$ cat src/rtl/hazard_stall_ctrl.sv
`default_nettype none
// ============================================================================
// Module   : hazard_stall_ctrl
// Purpose  : Pipeline sequencing controller for the 5-stage core. It decides
//            when the F/D stages freeze (stall) and when a bubble is loaded
//            into the D/E register (clr_E). Two stall sources are handled:
//              * register data hazards that forwarding cannot cover, i.e. the
//                D instruction needs an operand sooner than a producer in E
//                or M can deliver it (Tuse < Tnew);
//              * occupancy of the multi-cycle mult/div unit (MDU).
//            The block also owns the MDU busy counter and a saturating
//            count of stalled cycles for performance monitoring.
//            Producers with Tnew == 0 are left to the forwarding unit.
//
// Ports    :
//   clk          in   1   core clock
//   reset        in   1   synchronous, active-high
//   A1_D         in   5   rs index of the D-stage instruction
//   A2_D         in   5   rt index of the D-stage instruction
//   Tuse_RS_D    in   2   cycles until rs is consumed (3 = unused)
//   Tuse_RT_D    in   2   cycles until rt is consumed (3 = unused)
//   md_use_D     in   1   D instruction touches the MDU / HI / LO
//   A3_E         in   5   destination register of the E instruction
//   RegWrite_E   in   1   E instruction writes the register file
//   Tnew_E       in   2   E result ready in N cycles
//   A3_M         in   5   destination register of the M instruction
//   RegWrite_M   in   1   M instruction writes the register file
//   Tnew_M       in   2   M result ready in N cycles
//   md_start_E   in   1   mult/div issuing in E this cycle
//   md_is_div_E  in   1   1 = div, 0 = mult (qualifies md_start_E)
//   flush        in   1   exception / interrupt flush request
//   stall        out  1   freeze PC and F/D register
//   clr_E        out  1   load a bubble into D/E
//   md_busy      out  1   MDU occupied
//   stall_cycles out  32  saturating count of cycles with stall = 1
//
// Revision : 1.0  initial release
// ============================================================================
module hazard_stall_ctrl #(
  parameter int MULT_CYCLES = 5,
  parameter int DIV_CYCLES  = 10,
  parameter int CNT_W       = 4
) (
  input  logic        clk,
  input  logic        reset,
  input  logic [4:0]  A1_D,
  input  logic [4:0]  A2_D,
  input  logic [1:0]  Tuse_RS_D,
  input  logic [1:0]  Tuse_RT_D,
  input  logic        md_use_D,
  input  logic [4:0]  A3_E,
  input  logic        RegWrite_E,
  input  logic [1:0]  Tnew_E,
  input  logic [4:0]  A3_M,
  input  logic        RegWrite_M,
  input  logic [1:0]  Tnew_M,
  input  logic        md_start_E,
  input  logic        md_is_div_E,
  input  logic        flush,
  output logic        stall,
  output logic        clr_E,
  output logic        md_busy,
  output logic [31:0] stall_cycles
);

  // --------------------------------------------------------------------------
  // Constants
  // --------------------------------------------------------------------------
  localparam logic [CNT_W-1:0] C_MULT_LOAD = CNT_W'(MULT_CYCLES);
  localparam logic [CNT_W-1:0] C_DIV_LOAD  = CNT_W'(DIV_CYCLES);
  localparam logic [1:0]       C_TUSE_NONE = 2'd3;
  localparam logic [31:0]      C_SC_MAX    = 32'hFFFF_FFFF;

  // --------------------------------------------------------------------------
  // State
  // --------------------------------------------------------------------------
  logic [CNT_W-1:0] mdu_cnt_q;
  logic [CNT_W-1:0] mdu_cnt_d;
  logic [31:0]      stall_cycles_q;
  logic [31:0]      stall_cycles_d;

  // --------------------------------------------------------------------------
  // Hazard detection
  // --------------------------------------------------------------------------
  logic rs_live;
  logic rt_live;
  logic rs_hz_e;
  logic rs_hz_m;
  logic rt_hz_e;
  logic rt_hz_m;
  logic rs_hz;
  logic rt_hz;
  logic md_hz;
  logic hz_any;

  always_comb begin
    // An operand only matters if it names a real register ($0 is hardwired
    // to zero) and the instruction actually reads it (Tuse != 3).
    rs_live = (A1_D != 5'd0) && (Tuse_RS_D != C_TUSE_NONE);
    rt_live = (A2_D != 5'd0) && (Tuse_RT_D != C_TUSE_NONE);

    // A producer blocks the consumer when its result arrives later than the
    // consumer needs it. Tnew == 0 can never satisfy Tuse < Tnew, so
    // forwardable producers fall out of this comparison naturally.
    rs_hz_e = RegWrite_E && (A1_D == A3_E) && (Tuse_RS_D < Tnew_E);
    rs_hz_m = RegWrite_M && (A1_D == A3_M) && (Tuse_RS_D < Tnew_M);
    rt_hz_e = RegWrite_E && (A2_D == A3_E) && (Tuse_RT_D < Tnew_E);
    rt_hz_m = RegWrite_M && (A2_D == A3_M) && (Tuse_RT_D < Tnew_M);

    // Either stage alone is enough; the younger E match is not required to
    // shadow the M match here because both must be waited out anyway.
    rs_hz = rs_live && (rs_hz_e || rs_hz_m);
    rt_hz = rt_live && (rt_hz_e || rt_hz_m);

    // md_start_E counts as busy too: md_busy only rises the cycle after the
    // issue, so without it a back-to-back MDU instruction would slip through.
    md_hz = md_use_D && (md_busy || md_start_E);

    hz_any = rs_hz || rt_hz || md_hz;
  end

  // --------------------------------------------------------------------------
  // Pipeline control outputs (purely combinational, same-cycle)
  // --------------------------------------------------------------------------
  always_comb begin
    // A flush wins over any stall: the F/D contents are being discarded, so
    // freezing them would be pointless; E still receives a bubble.
    stall = !reset && !flush && hz_any;
    clr_E = stall || flush;
  end

  // --------------------------------------------------------------------------
  // MDU occupancy counter
  // --------------------------------------------------------------------------
  always_comb begin
    mdu_cnt_d = mdu_cnt_q;
    if (md_start_E && !flush && !reset) begin
      // A start while already busy simply reloads; the hazard logic keeps
      // this from happening in normal operation.
      mdu_cnt_d = md_is_div_E ? C_DIV_LOAD : C_MULT_LOAD;
    end else if (mdu_cnt_q != '0) begin
      // A flush does not abort an operation already in flight.
      mdu_cnt_d = mdu_cnt_q - 1'b1;
    end
  end

  assign md_busy = (mdu_cnt_q != '0);

  // --------------------------------------------------------------------------
  // Stall-cycle performance counter (saturating, never wraps)
  // --------------------------------------------------------------------------
  always_comb begin
    stall_cycles_d = stall_cycles_q;
    if (stall && (stall_cycles_q != C_SC_MAX)) begin
      stall_cycles_d = stall_cycles_q + 32'd1;
    end
  end

  assign stall_cycles = stall_cycles_q;

  // --------------------------------------------------------------------------
  // Registers
  // --------------------------------------------------------------------------
  always_ff @(posedge clk) begin
    if (reset) begin
      mdu_cnt_q      <= '0;
      stall_cycles_q <= '0;
    end else begin
      mdu_cnt_q      <= mdu_cnt_d;
      stall_cycles_q <= stall_cycles_d;
    end
  end

endmodule
`default_nettype wire

$ cat config.mk
export PLATFORM = sky130hd
export DESIGN_NAME = hazard_stall_ctrl
export DESIGN_NICKNAME = d
export VERILOG_FILES = /design/src/rtl/hazard_stall_ctrl.sv
export SDC_FILE = /design/constraint.sdc
export NUM_CORES = 1
export LEC_CHECK = 0
export CORE_MARGIN = 10
export CORE_UTILIZATION = 43
export DETAILED_ROUTE_END_ITERATION = 7
export PLACE_DENSITY = 0.8
export SYNTH_ARGS = -nofsm -noshare
export SYNTH_HDL_FRONTEND = slang
export SYNTH_SLANG_ARGS = --single-unit
$ cat constraint.sdc
create_clock -name clk -period 2.1 [get_ports clk]
set_input_delay 0.315 -clock clk [delete_from_list [all_inputs] [get_ports clk]]
set_output_delay 0.315 -clock clk [all_outputs]
set_load 0.05 [all_outputs]
==> flow_summary_export.csv <==
group,metric,value,unit
finish,antenna_cells,0,
worst_setup_path,setup.worst_path.start_class,"input pin",
clock_tree,cts_tree,"built",
finish,final_cell_mix,"51 x buf_4, 39 x clkdlybuf4s50_1, 18 x nand2_1",
worst_setup_path,arrival,2.49,ns
clock_tree,insertion_delay,0.30,ns
route,drc,0,
timing,grt_setup_unrepaired,"true",
worst_setup_path,slowest_stage,"or4_1",
floorplanning,die-area,8828,um^2
power,leakage,1.461,nW
logic_synthesis,yosys_warnings,0,
logic_synthesis,synthesis.area,2352,um^2
timing,hold_viol,0,
global_routing,grt_max_degree,29,
floorplanning,die_h,93.96,um
route,ant_nets,0,
route,dr_total_vias,2961,
place,port_buffers,70,
route,drt_wl_total,10080,um
worst_setup_path,critPathCaptureType,"register",
floorplanning,core,5205,um^2
clock_tree,clock_path_buffers,2,
power,ir_drop,0.7546,mV
clock_tree,cts_sinks,36,
floorplanning,die_x,93.96,um
logic_synthesis,synthCells,288,
finish,fill_cells,281,
worst_setup_path,cp_max_fo,7,
power,pwr_density_cell,469.2,nW/um^2
global_routing,grt_pass1_wl,13200,um
logic_synthesis,synth_cell_types,46,
route,first_pass_iters,5,
clock_tree,clkTransAtPathRegs,0.07,ns
logic_synthesis,syn_area_per_cell,8.168,um^2
timing,slew_violations,0,
global_routing,grt_pass1_vias,2810,
place,gp_congestion,0.8611,
power,p_total,1.995,mW
outcome,violations,"negative setup slack",
finish,area_growth_syn_to_layout,80.80,%
floorplanning,initial_utilization,0.4519,
clock_tree,ctsRootBufferMaster,"clkbuf_8",
global_routing,grt-ovfl-total,0,
worst_setup_path,critical_path.most_common_cell,"buf_4",
worst_setup_path,crit_chain,"buf_2 -> ha_2 -> nand2b_4 -> nor4_4 -> nand4_1 -> o21ai_2 -> a211oi_4 -> buf_4 -> buf_8 -> buf_4 -> buf_6 -> or4_1 -> nand2_1",
global_routing,grt_antenna_before_repair,0,
timing,whs,0.4966,ns
timing,max_freq,0.4438,GHz
route,first_iter_violations,242,
finish,multi_input_area,2016,um^2
timing,fin_crit_sh,1.073,
timing,finalCriticalPeriod,2.253,ns
floorplanning,rows,26,
worst_setup_path,cp.required,2.33,ns
worst_setup_path,slowest_delay,0.47,ns
timing,fin_worst_skew,0.01078,ns
clock_tree,cts_made_buffers,5,
flow_run,drv_cap,0,
timing,worst_slew_pin_slew,0.5798,ns
worst_setup_path,crit_type,"in -> reg",
worst_hold_path,worst_hold_path_type,"reg -> reg",
floorplanning,io_pins,71,
finish,regArea,784.5,um^2
outcome,outcome,"finished, violations left",
place,dp_hpwl,5709,um
finish,drive_gt1_frac,0.4880,
clock_tree,h-tree-depth,2,
route,avgViaCountPerCell,6.068,
finish,fin_nets,460,
route,routedWlPerCell,20.66,um
timing,setup_violations,17,
timing,maxSlewHeadroom,0.6126,
logic_synthesis,ys_seq_area_frac,0.3064,
logic_synthesis,synth_nets,331,
timing,setup_slack,-0.1533,ns
finish,final_common_cell,"buf_4",
logic_synthesis,ys_ff_latch,36,
global_routing,grt_use_total,0.1810,
-- metal layers --
layer,vias up,global-route usage,wire length (um)
met5,-,0,0
met1,1396,0.2029,3741
met2,179,0.3151,5117
li1,1346,-,-
met3,40,0.05835,906
met4,0,0.05949,318
-- kinds of logic (layout without fill, tap and decap cells) --
logic type,Yosys count,count (layout),share of synthesized area
simple gates,118,120,0.2926
compound gates,70,70,0.2000
flops,36,36,0.3064
buf+inv,30,158,0.05904
xor+xnor,23,23,0.08564
fa+ha+maj,7,7,0.03723
mux,4,4,0.01915
-- registers in the layout, indices dropped and copies added, names as in the netlist --
name / cells
mdu_cnt_q: 4
stall_cycles: 32
-- power by group --
group	internal, mW	switching [mW]
logic	0.364	0.401
clock network	0.233	0.264
registers	0.703	0.0306
total	1.30	0.696
-- critical path, delay by kind of cell --
family	cells	cell delay (ns)
AO/OA/AOI/OAI	2	0.21
AND/OR/NAND/NOR	5	1.11
buffers and inverters	5	0.68
adder cells (fa/ha/maj)	1	0.18
-- cell usage after synthesis, drive strengths merged --
cell | n | area (um^2)
nand4b | 1 | 8.760
a31oi | 1 | 6.260
and4 | 3 | 31.28
ha | 7 | 87.58
nor4 | 6 | 37.54
or4 | 22 | 165.2
o41ai | 3 | 26.28
nand4 | 11 | 68.82
clkbuf | 4 | 15.01
nand2b | 4 | 25.02
nor4b | 1 | 8.760
or3 | 3 | 18.77
o31ai | 19 | 142.6
a21oi | 29 | 148.9
and3 | 2 | 12.51
o311ai | 3 | 26.28
o21ai | 7 | 35.03
nand3 | 15 | 80.08
nand2 | 19 | 71.32
a2111oi | 1 | 15.01
nand3b | 1 | 7.510
xnor2 | 11 | 96.34
nor2 | 18 | 75.07
nor3 | 5 | 25.02
a31o | 2 | 17.52
mux2 | 4 | 45.04
inv | 16 | 60.05
nor2b | 3 | 18.77
dfxtp | 36 | 720.7
buf | 10 | 63.81
or3b | 1 | 11.26
xor2 | 12 | 105.1
o211ai | 2 | 15.01
nor3b | 3 | 22.52
o211a | 1 | 10.01
a211oi | 2 | 27.53
-- metrics by stage --
stage	worst slack [ns]	area (um^2)	setup TNS, ns	instances	util
6_report	-0.1533	4253	-1.145	488	0.8171
5_1_grt	-0.2281	4253	-2.730	488	0.8171
4_1_cts	-0.1119	3730	-0.5082	472	0.7166
3_5_place_dp	-0.7072	3471	-20.92	457	0.6668
3_3_place_gp	-0.6691	3471	-19.33	457	0.6668
2_1_floorplan	-0.01409	2451	-0.01409	288	-
-- area by class of cell --
type | count | area share
Tap cell | 70 | 0.02059
Inverter | 16 | 0.01471
Clock buffer | 7 | 0.01795
Sequential cell | 36 | 0.1845
Timing Repair Buffer | 134 | 0.2871
Clock inverter | 1 | 0.001177
Multi-Input combinational cell | 224 | 0.4740
-- worst paths after layout --
check	depth (start not counted)	from	slack, ns	endpoint
min	2	stall_cycles[17]	0.50	stall_cycles[17]
min reg2reg	2	stall_cycles[17]	0.50	stall_cycles[17]
max reg2reg	8	stall_cycles[24]	-0.06	stall_cycles[27]
max	13	Tuse_RS_D[1]	-0.15	stall_cycles[4]
-- timing repair --
| action | in CTS | in global routing |
|---|---|---|
| setup endpoints to repair | 34 | 34 |
| gates cloned | 0 | 2 |
| resized for setup | 102 | 108 |
| pin swaps | 30 | 36 |
| setup buffers | 7 | 15 |
| hold buffers | 0 | 0 |
Note: power is estimated with default switching activity, not from simulation.
